[src/rtl/noc_pkg.sv]
// Shared definitions for the 1-D NoC router: default widths, direction
// enum, a default-width flit struct, flit field helpers and the 3-way
// round-robin pick used by the eject arbiter.
package noc_pkg;

  localparam int DATA_W_DEF  = 8;
  localparam int ADDR_W_DEF  = 4;
  localparam int DEPTH_DEF   = 4;
  localparam int NODE_ID_DEF = 0;

  typedef enum logic [1:0] {DIR_E, DIR_W, DIR_L} dir_e;

  typedef struct packed {
    logic [ADDR_W_DEF-1:0] dest;
    logic [DATA_W_DEF-1:0] data;
  } flit_def_t;

  // Flit layout is {dest, data}; callers zero-extend the flit to 64 bits
  // and narrow the result back to their own field width.
  function automatic logic [63:0] flit_dest(input logic [63:0] flit,
                                            input int data_w,
                                            input int addr_w);
    return (flit >> data_w) & ((64'd1 << addr_w) - 64'd1);
  endfunction

  function automatic logic [63:0] flit_data(input logic [63:0] flit,
                                            input int data_w);
    return flit & ((64'd1 << data_w) - 64'd1);
  endfunction

  // One-hot grant among three requesters, searching upward from ptr.
  function automatic logic [2:0] rr3_pick(input logic [2:0] req,
                                          input logic [1:0] ptr);
    logic [2:0] g;
    case (ptr)
      2'd1:    g = req[1] ? 3'b010 : req[2] ? 3'b100 : req[0] ? 3'b001 : 3'b000;
      2'd2:    g = req[2] ? 3'b100 : req[0] ? 3'b001 : req[1] ? 3'b010 : 3'b000;
      default: g = req[0] ? 3'b001 : req[1] ? 3'b010 : req[2] ? 3'b100 : 3'b000;
    endcase
    return g;
  endfunction

endpackage

[src/rtl/noc_fifo.sv]
// Synchronous FIFO, one per router input direction.
// Ports:
//   clk, rst         clock, synchronous active-high reset (empties FIFO)
//   wr_en_i/wr_data_i  write strobe and data (ignored when full)
//   rd_en_i            pop the head (ignored when empty)
//   rd_data_o          current head, valid while !empty_o
//   full_o/empty_o/count_o  occupancy, all from registered count
module noc_fifo #(
  parameter int W     = 12,
  parameter int DEPTH = 4
) (
  input  logic                     clk,
  input  logic                     rst,
  input  logic                     wr_en_i,
  input  logic [W-1:0]             wr_data_i,
  input  logic                     rd_en_i,
  output logic [W-1:0]             rd_data_o,
  output logic                     full_o,
  output logic                     empty_o,
  output logic [$clog2(DEPTH):0]   count_o
);

  localparam int PTR_W = $clog2(DEPTH);
  localparam logic [PTR_W:0] CNT_FULL = (PTR_W+1)'(DEPTH);

  logic [W-1:0]     mem_q [DEPTH];
  logic [PTR_W-1:0] wr_ptr_q, wr_ptr_d, rd_ptr_q, rd_ptr_d;
  logic [PTR_W:0]   count_q, count_d;
  logic             wr_ok, rd_ok;

  assign full_o    = (count_q == CNT_FULL);
  assign empty_o   = (count_q == '0);
  assign count_o   = count_q;
  assign rd_data_o = mem_q[rd_ptr_q];
  assign wr_ok     = wr_en_i && !full_o;
  assign rd_ok     = rd_en_i && !empty_o;

  always_comb begin
    wr_ptr_d = wr_ok ? wr_ptr_q + PTR_W'(1) : wr_ptr_q;
    rd_ptr_d = rd_ok ? rd_ptr_q + PTR_W'(1) : rd_ptr_q;
    case ({wr_ok, rd_ok})
      2'b10:   count_d = count_q + (PTR_W+1)'(1);
      2'b01:   count_d = count_q - (PTR_W+1)'(1);
      default: count_d = count_q;
    endcase
  end

  always_ff @(posedge clk) begin
    if (rst) begin
      wr_ptr_q <= '0;
      rd_ptr_q <= '0;
      count_q  <= '0;
    end else begin
      wr_ptr_q <= wr_ptr_d;
      rd_ptr_q <= rd_ptr_d;
      count_q  <= count_d;
    end
  end

  // Storage needs no reset: contents are only observed while count > 0.
  always_ff @(posedge clk) begin
    if (wr_ok) mem_q[wr_ptr_q] <= wr_data_i;
  end

endmodule

[src/rtl/noc_router_1d.sv]
// Buffered 1-D NoC router node with valid/ready links, local inject/eject
// and round-robin arbitration per output.
// Ports:
//   clk, rst                          clock, synchronous active-high reset
//   w_in_*  (flit/valid/ready)        from west, travelling east (buffered)
//   e_in_*  (flit/valid/ready)        from east, travelling west (buffered)
//   e_out_*, w_out_*, ej_*            registered outputs east/west/local
//   inj_*   (flit/valid/ready)        local injection (unbuffered)
//   misroute                          pulse when a head travelling away
//                                     from its destination is dequeued
module noc_router_1d import noc_pkg::*; #(
  parameter int DATA_W  = DATA_W_DEF,
  parameter int ADDR_W  = ADDR_W_DEF,
  parameter int NODE_ID = NODE_ID_DEF,
  parameter int DEPTH   = DEPTH_DEF
) (
  input  logic                     clk,
  input  logic                     rst,
  input  logic [ADDR_W+DATA_W-1:0] w_in_flit,
  input  logic                     w_in_valid,
  output logic                     w_in_ready,
  input  logic [ADDR_W+DATA_W-1:0] e_in_flit,
  input  logic                     e_in_valid,
  output logic                     e_in_ready,
  output logic [ADDR_W+DATA_W-1:0] e_out_flit,
  output logic                     e_out_valid,
  input  logic                     e_out_ready,
  output logic [ADDR_W+DATA_W-1:0] w_out_flit,
  output logic                     w_out_valid,
  input  logic                     w_out_ready,
  input  logic [ADDR_W+DATA_W-1:0] inj_flit,
  input  logic                     inj_valid,
  output logic                     inj_ready,
  output logic [ADDR_W+DATA_W-1:0] ej_flit,
  output logic                     ej_valid,
  input  logic                     ej_ready,
  output logic                     misroute
);

  localparam int FLIT_W = ADDR_W + DATA_W;
  localparam int PTR_W  = $clog2(DEPTH);
  localparam logic [PTR_W:0]    CNT_FULL = (PTR_W+1)'(DEPTH);
  localparam logic [ADDR_W-1:0] ME       = ADDR_W'(NODE_ID);

  logic run;
  assign run = !rst;

  // ---------------- input FIFOs ----------------
  logic              w_full, w_empty, e_full, e_empty;
  logic [PTR_W:0]    w_count, e_count;
  logic [FLIT_W-1:0] w_head, e_head;
  logic              w_wr, e_wr, w_deq, e_deq;

  assign w_in_ready = run && (w_count != CNT_FULL);
  assign e_in_ready = run && (e_count != CNT_FULL);
  assign w_wr       = w_in_valid && run && !w_full;
  assign e_wr       = e_in_valid && run && !e_full;

  noc_fifo #(.W(FLIT_W), .DEPTH(DEPTH)) u_fifo_w (
    .clk(clk), .rst(rst),
    .wr_en_i(w_wr), .wr_data_i(w_in_flit),
    .rd_en_i(w_deq), .rd_data_o(w_head),
    .full_o(w_full), .empty_o(w_empty), .count_o(w_count)
  );

  noc_fifo #(.W(FLIT_W), .DEPTH(DEPTH)) u_fifo_e (
    .clk(clk), .rst(rst),
    .wr_en_i(e_wr), .wr_data_i(e_in_flit),
    .rd_en_i(e_deq), .rd_data_o(e_head),
    .full_o(e_full), .empty_o(e_empty), .count_o(e_count)
  );

  // ---------------- routing requests ----------------
  logic [ADDR_W-1:0] w_dest, e_dest, inj_dest;
  dir_e              inj_dir;
  logic              w_req_e, w_req_l, e_req_w, e_req_l;
  logic              inj_req_e, inj_req_w, inj_req_l;

  assign w_dest   = ADDR_W'(flit_dest(64'(w_head),   DATA_W, ADDR_W));
  assign e_dest   = ADDR_W'(flit_dest(64'(e_head),   DATA_W, ADDR_W));
  assign inj_dest = ADDR_W'(flit_dest(64'(inj_flit), DATA_W, ADDR_W));

  // Buffered traffic never turns around: a head either ejects here or
  // keeps its travel direction, even when its destination is behind it.
  assign w_req_l = run && !w_empty && (w_dest == ME);
  assign w_req_e = run && !w_empty && (w_dest != ME);
  assign e_req_l = run && !e_empty && (e_dest == ME);
  assign e_req_w = run && !e_empty && (e_dest != ME);

  always_comb begin
    if (inj_dest > ME)      inj_dir = DIR_E;
    else if (inj_dest < ME) inj_dir = DIR_W;
    else                    inj_dir = DIR_L;
  end

  assign inj_req_e = run && inj_valid && (inj_dir == DIR_E);
  assign inj_req_w = run && inj_valid && (inj_dir == DIR_W);
  assign inj_req_l = run && inj_valid && (inj_dir == DIR_L);

  // ---------------- output stages and arbiters ----------------
  logic              e_out_valid_q, e_out_valid_d, w_out_valid_q, w_out_valid_d;
  logic              ej_valid_q, ej_valid_d;
  logic [FLIT_W-1:0] e_out_flit_q, e_out_flit_d, w_out_flit_q, w_out_flit_d;
  logic [FLIT_W-1:0] ej_flit_q, ej_flit_d;
  logic              e_ld, w_ld, j_ld;

  assign e_ld = !e_out_valid_q || e_out_ready;
  assign w_ld = !w_out_valid_q || w_out_ready;
  assign j_ld = !ej_valid_q    || ej_ready;

  // Two-way pointers: 0 = FIFO has priority, 1 = injection has priority.
  logic eo_ptr_q, eo_ptr_d, wo_ptr_q, wo_ptr_d;
  logic eo_gnt_fifo, eo_gnt_inj, wo_gnt_fifo, wo_gnt_inj;

  always_comb begin
    eo_gnt_fifo = 1'b0;
    eo_gnt_inj  = 1'b0;
    eo_ptr_d    = eo_ptr_q;
    if (e_ld) begin
      if (w_req_e && (!eo_ptr_q || !inj_req_e)) eo_gnt_fifo = 1'b1;
      else if (inj_req_e)                       eo_gnt_inj  = 1'b1;
    end
    if (eo_gnt_fifo)     eo_ptr_d = 1'b1;
    else if (eo_gnt_inj) eo_ptr_d = 1'b0;
  end

  always_comb begin
    wo_gnt_fifo = 1'b0;
    wo_gnt_inj  = 1'b0;
    wo_ptr_d    = wo_ptr_q;
    if (w_ld) begin
      if (e_req_w && (!wo_ptr_q || !inj_req_w)) wo_gnt_fifo = 1'b1;
      else if (inj_req_w)                       wo_gnt_inj  = 1'b1;
    end
    if (wo_gnt_fifo)     wo_ptr_d = 1'b1;
    else if (wo_gnt_inj) wo_ptr_d = 1'b0;
  end

  // Eject requesters: bit0 west FIFO, bit1 east FIFO, bit2 injection.
  logic [1:0] j_ptr_q, j_ptr_d;
  logic [2:0] j_req, j_gnt;

  assign j_req = {inj_req_l, e_req_l, w_req_l};
  assign j_gnt = j_ld ? rr3_pick(j_req, j_ptr_q) : 3'b000;

  always_comb begin
    case (j_gnt)
      3'b001:  j_ptr_d = 2'd1;
      3'b010:  j_ptr_d = 2'd2;
      3'b100:  j_ptr_d = 2'd0;
      default: j_ptr_d = j_ptr_q;
    endcase
  end

  assign w_deq     = eo_gnt_fifo || j_gnt[0];
  assign e_deq     = wo_gnt_fifo || j_gnt[1];
  assign inj_ready = eo_gnt_inj || wo_gnt_inj || j_gnt[2];
  assign misroute  = (w_deq && (w_dest < ME)) || (e_deq && (e_dest > ME));

  always_comb begin
    e_out_valid_d = e_out_valid_q;
    e_out_flit_d  = e_out_flit_q;
    w_out_valid_d = w_out_valid_q;
    w_out_flit_d  = w_out_flit_q;
    ej_valid_d    = ej_valid_q;
    ej_flit_d     = ej_flit_q;
    if (e_ld) begin
      e_out_valid_d = eo_gnt_fifo || eo_gnt_inj;
      if (eo_gnt_fifo)     e_out_flit_d = w_head;
      else if (eo_gnt_inj) e_out_flit_d = inj_flit;
    end
    if (w_ld) begin
      w_out_valid_d = wo_gnt_fifo || wo_gnt_inj;
      if (wo_gnt_fifo)     w_out_flit_d = e_head;
      else if (wo_gnt_inj) w_out_flit_d = inj_flit;
    end
    if (j_ld) begin
      ej_valid_d = |j_gnt;
      if (j_gnt[0])      ej_flit_d = w_head;
      else if (j_gnt[1]) ej_flit_d = e_head;
      else if (j_gnt[2]) ej_flit_d = inj_flit;
    end
  end

  always_ff @(posedge clk) begin
    if (rst) begin
      e_out_valid_q <= 1'b0;
      e_out_flit_q  <= '0;
      w_out_valid_q <= 1'b0;
      w_out_flit_q  <= '0;
      ej_valid_q    <= 1'b0;
      ej_flit_q     <= '0;
      eo_ptr_q      <= 1'b0;
      wo_ptr_q      <= 1'b0;
      j_ptr_q       <= 2'd0;
    end else begin
      e_out_valid_q <= e_out_valid_d;
      e_out_flit_q  <= e_out_flit_d;
      w_out_valid_q <= w_out_valid_d;
      w_out_flit_q  <= w_out_flit_d;
      ej_valid_q    <= ej_valid_d;
      ej_flit_q     <= ej_flit_d;
      eo_ptr_q      <= eo_ptr_d;
      wo_ptr_q      <= wo_ptr_d;
      j_ptr_q       <= j_ptr_d;
    end
  end

  assign e_out_valid = e_out_valid_q;
  assign e_out_flit  = e_out_flit_q;
  assign w_out_valid = w_out_valid_q;
  assign w_out_flit  = w_out_flit_q;
  assign ej_valid    = ej_valid_q;
  assign ej_flit     = ej_flit_q;

endmodule
[config.mk]
export PLATFORM = sky130hd
export DESIGN_NAME = noc_router_1d
export DESIGN_NICKNAME = d
export VERILOG_FILES = /design/src/rtl/noc_pkg.sv /design/src/rtl/noc_fifo.sv /design/src/rtl/noc_router_1d.sv
export SDC_FILE = /design/constraint.sdc
export NUM_CORES = 1
export LEC_CHECK = 0
export ABC_AREA = 1
export CAP_MARGIN = 20
export CORE_MARGIN = 2
export CORE_UTILIZATION = 33
export DETAILED_ROUTE_END_ITERATION = 8
export GPL_ROUTABILITY_DRIVEN = 0
export GPL_TIMING_DRIVEN = 0
export SLEW_MARGIN = 5
export SYNTH_ARGS = -nofsm -noshare
export SYNTH_HDL_FRONTEND = slang
export SYNTH_SLANG_ARGS = --single-unit
[constraint.sdc]
create_clock -name clk -period 3.4 [get_ports clk]
set_clock_uncertainty 0.2 [all_clocks]
set_input_delay 0.85 -clock clk [delete_from_list [all_inputs] [get_ports clk]]
set_output_delay 0.85 -clock clk [all_outputs]
set_load 0.05 [all_outputs]
; Word level (Yosys, flattened, before mapping)
; Memories as Yosys holds them, arrays and structs flattened. A register that Yosys moved wholly into a read port is not among the register bits.
; Cells that the tools add are included.
[word_totals]
regBits = 57
latch_bits = 0
ram_bits = 96
mem_bits_ro = 0
inputBits = 44
output_inout_bits = 43
word_cells = 154
mem_count = 2
[memory_table]
columns = name, depth, word_bits, rd, rd_clocked_by_memory_dff, write_ports, line
row1 = u_fifo_e.mem_q, 4, 12, 1, 1, 1, noc_fifo.sv:26  ; logic [W-1:0] mem_q [DEPTH];
row2 = u_fifo_w.mem_q, 4, 12, 1, 1, 1, noc_fifo.sv:26
[op_classes]
add_sub_neg = 8
n_mul = 0
div_mod_pow = 0
order_cmp = 4
eq_ne = 15
shifts = 0
mux = 45
bitwise_logic = 0
reduce_logical = 65
[op_table]
columns = operator, count
row1 = two-way mux 12 bit, 7
row2 = logical AND 1 bit, 24
row3 = two-way mux 3 bit, 7
row4 = two-way mux 1 bit, 19
row5 = case mux 3 bit (2 select lines), 3
row6 = two-way mux 2 bit, 8
row7 = zero test 1 bit, 12
row8 = logical OR 1 bit, 12
row9 = "equality test 3 bit, second input constant", 3
row10 = "adder 2 x 1 -> 2 bit, second input constant", 4
row11 = "equality test 2 x 1 -> 1 bit, second input constant", 4
row12 = "equality test 2 bit, second input constant", 4
row13 = "greater-than comparator 4 x 1 -> 1 bit, second input constant", 2
row14 = zero test 4 bit, 2
row15 = "less-than comparator 4 x 1 -> 1 bit, second input constant", 2
row16 = nonzero test 2 bit, 4
row17 = nonzero test 4 bit, 2
row18 = "adder 3 x 1 -> 3 bit, second input constant", 2
row19 = zero test 3 bit, 2
row20 = "inequality test 3 bit, second input constant", 2
row21 = case mux 2 bit (3 select lines), 1
row22 = AND reduction 2 bit, 3
row23 = nonzero test 3 bit, 2
row24 = "subtractor 3 x 1 -> 3 bit, second input constant", 2
row25 = other kinds (4), 4

; Depth between registers and ports, before layout
[logic_depth]
word_depth = 14
depth_mapped = 23
depth_no_buf = 20

; By module
; From an unflattened synthesis, not the netlist that was laid out.
[unflattened]
hier_cells = 680
hier_area_um2 = 6731.5
[modules_own_cells]
columns = mod, n_inst, cells_each, area_per_inst_um2, seq_area_each_um2
row1 = noc_fifo, 2, 186, 2285.9, 1621.6
row2 = noc_router_1d, 1, 308, 2159.6, 840.8

; Worst setup path before layout
; OpenSTA, ideal clock, no wires.
[synth_path]
path_kind = input to register
startpoint = in rst
endpoint = reg u_fifo_w.count_q[1], in the netlist u_fifo_w.count_o[1]
setup_time_ns = 0.065
arrival_ns = 3.222
required_ns = 3.135
setup_slack_ns = -0.088
cell_stages = 9
cell_sequence = clkbuf_1 a31oi_1 nand2_1 ha_1 inv_1 fa_1 nor2_1 a21oi_1 nor2_1
[synth_between]
elab_chain_len = 12
[synth_lines]
columns = item, line
row1 = start: declaration, noc_router_1d.sv:18  ; input logic rst,
row2 = zero test 1 bit, noc_router_1d.sv:46  ; assign run = !rst;
row3 = logical AND 1 bit (on tied branches), --
row4 = logical AND 1 bit (on tied branches), "noc_router_1d.sv:85, noc_router_1d.sv:96"
row5 = two-way mux 1 bit / zero test 1 bit (equally long branches), "noc_pkg.sv:36, noc_router_1d.sv:120"
row6 = two-way mux 3 bit / logical OR 1 bit (equally long branches), "noc_pkg.sv:36, noc_router_1d.sv:120"
row7 = two-way mux 3 bit / logical AND 1 bit (equally long branches), "noc_pkg.sv:36, noc_router_1d.sv:120"
row8 = case mux 3 bit (2 select lines) / two-way mux 1 bit (equally long branches), "noc_pkg.sv:35, noc_router_1d.sv:120"
row9 = two-way mux 3 bit / two-way mux 1 bit (equally long branches), "noc_router_1d.sv:144, noc_router_1d.sv:119"
row10 = logical OR 1 bit, noc_router_1d.sv:155  ; assign w_deq = eo_gnt_fifo || j_gnt[0];
row11 = logical AND 1 bit, noc_fifo.sv:36  ; assign rd_ok = rd_en_i && !empty_o;
row12 = equality test 2 x 1 -> 1 bit / equality test 2 bit (equally long branches), noc_fifo.sv:41  ; case ({wr_ok, rd_ok})
row13 = case mux 3 bit (2 select lines) / nonzero test 2 bit (equally long branches), --
row14 = end signal: assignment, noc_fifo.sv:56  ; count_q <= count_d;
row15 = end: declaration, noc_fifo.sv:28  ; logic [PTR_W:0] count_q, count_d;
; Several ways; a longest one is shown, not always the timed one.
; A chain may end at the register's enable or synchronous reset.

; Worst setup path after layout
[layout_path]
startpoint = in inj_flit[10]
endpoint = out inj_ready
[layout_between]
elab_chain_len = 12
[layout_lines]
columns = item, line
row1 = start: declaration, noc_router_1d.sv:31  ; input logic [ADDR_W+DATA_W-1:0] inj_flit,
row2 = less-than comparator 4 x 1 -> 1 bit, noc_router_1d.sv:92  ; else if (inj_dest < ME) inj_dir = DIR_W;
row3 = two-way mux 2 bit, noc_router_1d.sv:92
row4 = two-way mux 2 bit *, noc_router_1d.sv:91  ; if (inj_dest > ME) inj_dir = DIR_E;
row5 = branches (longest 8 deep; another with two-way mux 3 bit), --
row6 = logical OR 1 bit *, noc_router_1d.sv:157  ; assign inj_ready = eo_gnt_inj || wo_gnt_inj || j_gnt[2];
row7 = end: declaration, noc_router_1d.sv:33  ; output logic inj_ready,
; Mark *: on every way between the ends.

==> metrics list <==
* Final max-slew violation count: 0
- The H-tree was split into 4 levels.
- Number of distinct library cell variants in the gate-level netlist after synthesis: 29
- Crit share post-route: 98.10%
- Measured against its own limit, the worst slew margin works out to 54.22%.
- Largest stage delay on the critical path: 440 ps
* Worst R2R Path Depth: 18
* Clock sink count: 156
- In this run, CTS created clock tree buffers numbering 17.
- Path type of the worst min-delay path: register to register
- Data arrival time of the critical path: 2290 ps
- Global-route wire length before repair: 24530 µm
- Vias per inst: 4.670
* Number of nets in the final layout: 818
* Final standard cell area without fillers: 0.008447 mm²
- In this run the worst path has a maximum fanout of 3.
* Power per cell area: 775.0 mW/mm²
- Largest net degree at the start of global routing: 17
- The worst setup path is launched from an input pin.
* Placeable core region: 0.01940 mm²
- Later-pin clock latency in the skew report: 420 ps
- Remaining antenna violation count: 0
* Critical path capture point type: primary output
- RSZ-0062 raised after global routing: yes
* Worst path depth: 11
- Synthesis handed over a netlist of 645 instances.
* Fin. Hold Viols: 0
- Number of core rows: 51
- Drt pass-1 iters: 4
- met2 is the most crowded layer.
- The largest total area in the synthesized netlist belongs to sky130_fd_sc_hd__edfxtp_1.
- Walking the worst path, the cells encountered are clkdlybuf4s50_1, nor2_1, nand3_1, inv_1, nand3_2, inv_2, nand3_1, nand2_1, nand3_2, o21ai_2, buf_6.
- The top cell types in the final layout, fill and taps aside, are sky130_fd_sc_hd__nand2_1 (114), sky130_fd_sc_hd__edfxtp_1 (96), sky130_fd_sc_hd__clkdlybuf4s50_1 (82).
- Leakage power: 3.138 nW
- VDD sags by at most 0.3786 mV.
* Crit path kind: input pin to primary output
- After legalization and detailed placement, the total HPWL measured 11570 µm.
* Overflow left after global routing: 0
- Synthesis produced a netlist with a net count of 703.
- Fraction of final layout cells sized beyond drive strength 1: 12.81%
* Reg2reg setup slack: 350 ps
- Post-Synthesis Mean Instance Area: 10.11 µm²
* Placement Cell Area: 0.007795 mm²
- By area the synthesized netlist is led by sky130_fd_sc_hd__edfxtp_1 (44%), sky130_fd_sc_hd__dfxtp_1 (18%), sky130_fd_sc_hd__nand2_1 (6.6%).
- Together, buffers and inverters on the worst path number 4.
- Number of warnings printed during yosys synthesis: 0
* Vias in the first global route: 4630
- Remaining design rule violation count: 0
- Worst-Margin Slew: 684.2 ps
- Setup violations remaining at the end of the flow were counted as 0.
* Root Buffer Master: sky130_fd_sc_hd__clkbuf_16
- The routed layout has 4847 vias.
* Clock buffer depth: 2
* Post-Route Hold Slack: 237.9 ps
* Initial Util: 33.62%
- The worst path needs 3335 ps of the cycle, external delays included.
* Max Clock Freq: 299.8 MHz
- Result of the run: finished, final reports clean
- The die is 144.6 µm tall.
- I/O pin count: 87
* DRC violation total after the first TritonRoute iteration: 333
* Overall global routing resource usage: 15.91%
- The number of antenna diodes in the final layout is 0.
- Among all stages on the critical path, the largest delay is contributed by sky130_fd_sc_hd__clkdlybuf4s50_1.
* Die footprint: 0.02090 mm²
- Layout-stage area growth over the synthesis result: 29.53%
- In the global route stage, met3 resource usage came out at 3.841%.
* Count of cells along the worst hold path: 2
- Counting flops and latches in the post-synthesis netlist gives 156.
* Register clock-pin slew on the reported worst setup and hold paths: 60 ps
- In this run the horizontal extent of the chip is 144.6 µm.
- Global Route met2 Usage: 25.94%
* Wirelength, routed: 16020 µm
- Met1 Usage GRT: 20.64%
- Area of the mapped netlist: 0.006521 mm²
* Data required time of the critical path: 2350 ps
- Part of the Yosys area used for sequential elements: 62.62%
- Number of hold buffers added after CTS: 0
- The kind of cell with the highest combined delay along the critical path is buffers and inverters.
- The library cell used most frequently in the layout, excluding fill and tap cells, is sky130_fd_sc_hd__nand2_1.
- Initial antenna violation count: 0
- CTS tree: done
- Buffers placed on the I/O ports in this run total 86.
* Routed length per instance: 15.43 µm
- In this run the biggest area consumer among cell types represents 44.21% of the synthesized area.
* Reported max-cap violation count: 0
[per-layer routing]
metal	vias to the layer above	wire, µm
li1	2441	-
met1	2277	7362
met2	107	7597
met3	22	738
met4	0	319
met5	-	0
[power breakdown]
group | switching, mW | total [mW] | internal (mW)
logic | 1.51 | 2.24 | 0.728
registers | 0.127 | 2.37 | 2.25
clock network | 0.820 | 1.93 | 1.11
total | 2.46 | 6.55 | 4.09
[repair_timing]
item                                    in CTS  in global routing
gates resized for setup                     22                  8
endpoints found under the setup margin      16                  4
pin swaps                                    0                  2
buffers inserted                             1                  1
[cell families (layout without fill, tap and decap cells)]
family | after synthesis | after routing | synth area share, %
and+or+nand+nor | 256 | 256 | 17.11
AOI/OAI and AO/OA | 137 | 137 | 11.24
adders and majority gates | 14 | 14 | 2.916
DFF | 156 | 156 | 62.62
buffers and inverters | 82 | 210 | 6.101
[registers in the layout, indices dropped and copies added, names as in the netlist, 2 cells and up, named ones only]
name and flops:
e_out_flit 12, u_fifo_e.rd_ptr_q 2, u_fifo_w.count_o 3, u_fifo_e.mem_q 48, ej_flit 12, u_fifo_e.count_o 3
u_fifo_w.rd_ptr_q 2, u_fifo_e.wr_ptr_q 2, u_fifo_w.mem_q 48, u_fifo_w.wr_ptr_q 2, w_out_flit 12, j_ptr_q 2
[Yosys cell counts, drive strengths merged]
library cell and instances:
dfxtp 60, inv 51, nor2 78, nand2 123, nand3 55, buf 21
clkbuf 9, o22ai 16, edfxtp 96, a21oi 32, ha 12, a31oi 16
o21ai 73, clkinv 1, fa 2
[path summary, 6_finish.rpt]
check | from | to
max | inj_flit[10] | inj_ready
min | ej_flit[11]$_SDFFE_PP0P_ | ej_flit[11]$_SDFFE_PP0P_
max reg2reg | register | u_fifo_w.count_o[2]$_SDFFE_PP0P_
min reg2reg | ej_flit[11]$_SDFFE_PP0P_ | ej_flit[11]$_SDFFE_PP0P_
[worst reg2reg max path, cell delays in order, from the launching register on]
cell                      delay [ps]
sky130_fd_sc_hd__dfxtp_1         360
sky130_fd_sc_hd__inv_2            80
sky130_fd_sc_hd__buf_2           240
sky130_fd_sc_hd__nand3_1         160
sky130_fd_sc_hd__nand2_1          90
sky130_fd_sc_hd__nand2_1          60
sky130_fd_sc_hd__nor2_2          150
sky130_fd_sc_hd__nand2_2         100
sky130_fd_sc_hd__nor2_2          180
sky130_fd_sc_hd__nand2_4          90
sky130_fd_sc_hd__buf_6           150
sky130_fd_sc_hd__nand2_4          80
sky130_fd_sc_hd__ha_1            140
sky130_fd_sc_hd__inv_1            70
sky130_fd_sc_hd__fa_1            380
sky130_fd_sc_hd__a21oi_1         140
sky130_fd_sc_hd__o21ai_1          90
sky130_fd_sc_hd__o21ai_1         120
sky130_fd_sc_hd__a21oi_1          50
[final cells by class]
| type | instances | area [µm²] |
|---|---|---|
| inverters | 52 | 202.7 |
| flip-flops and latches | 156 | 4084 |
| repair buffers | 96 | 960.9 |
| clock buffers | 17 | 425.4 |
| multi-input cells | 407 | 2066 |
| plain buffers | 30 | 197.7 |
| fillers | 1885 | 10950 |
| well taps | 265 | 331.6 |
| clock inverters | 15 | 178.9 |
[through the flow]
stage               total power [mW]  util [%]  worst slack [ps]  setup TNS, ps  std cells
finish                         6.546     43.54             64.71              0       1038
global route                   6.889     43.54            -52.70         -52.70       1038
CTS                            6.574     43.41             12.96              0       1036
floorplan                      3.891         -             1.243              0        645
global placement               4.605     39.80            -841.3         -38740        996
detailed placement             4.629     40.18            -854.0         -15780       1003
(Power assumes the default switching activity.)
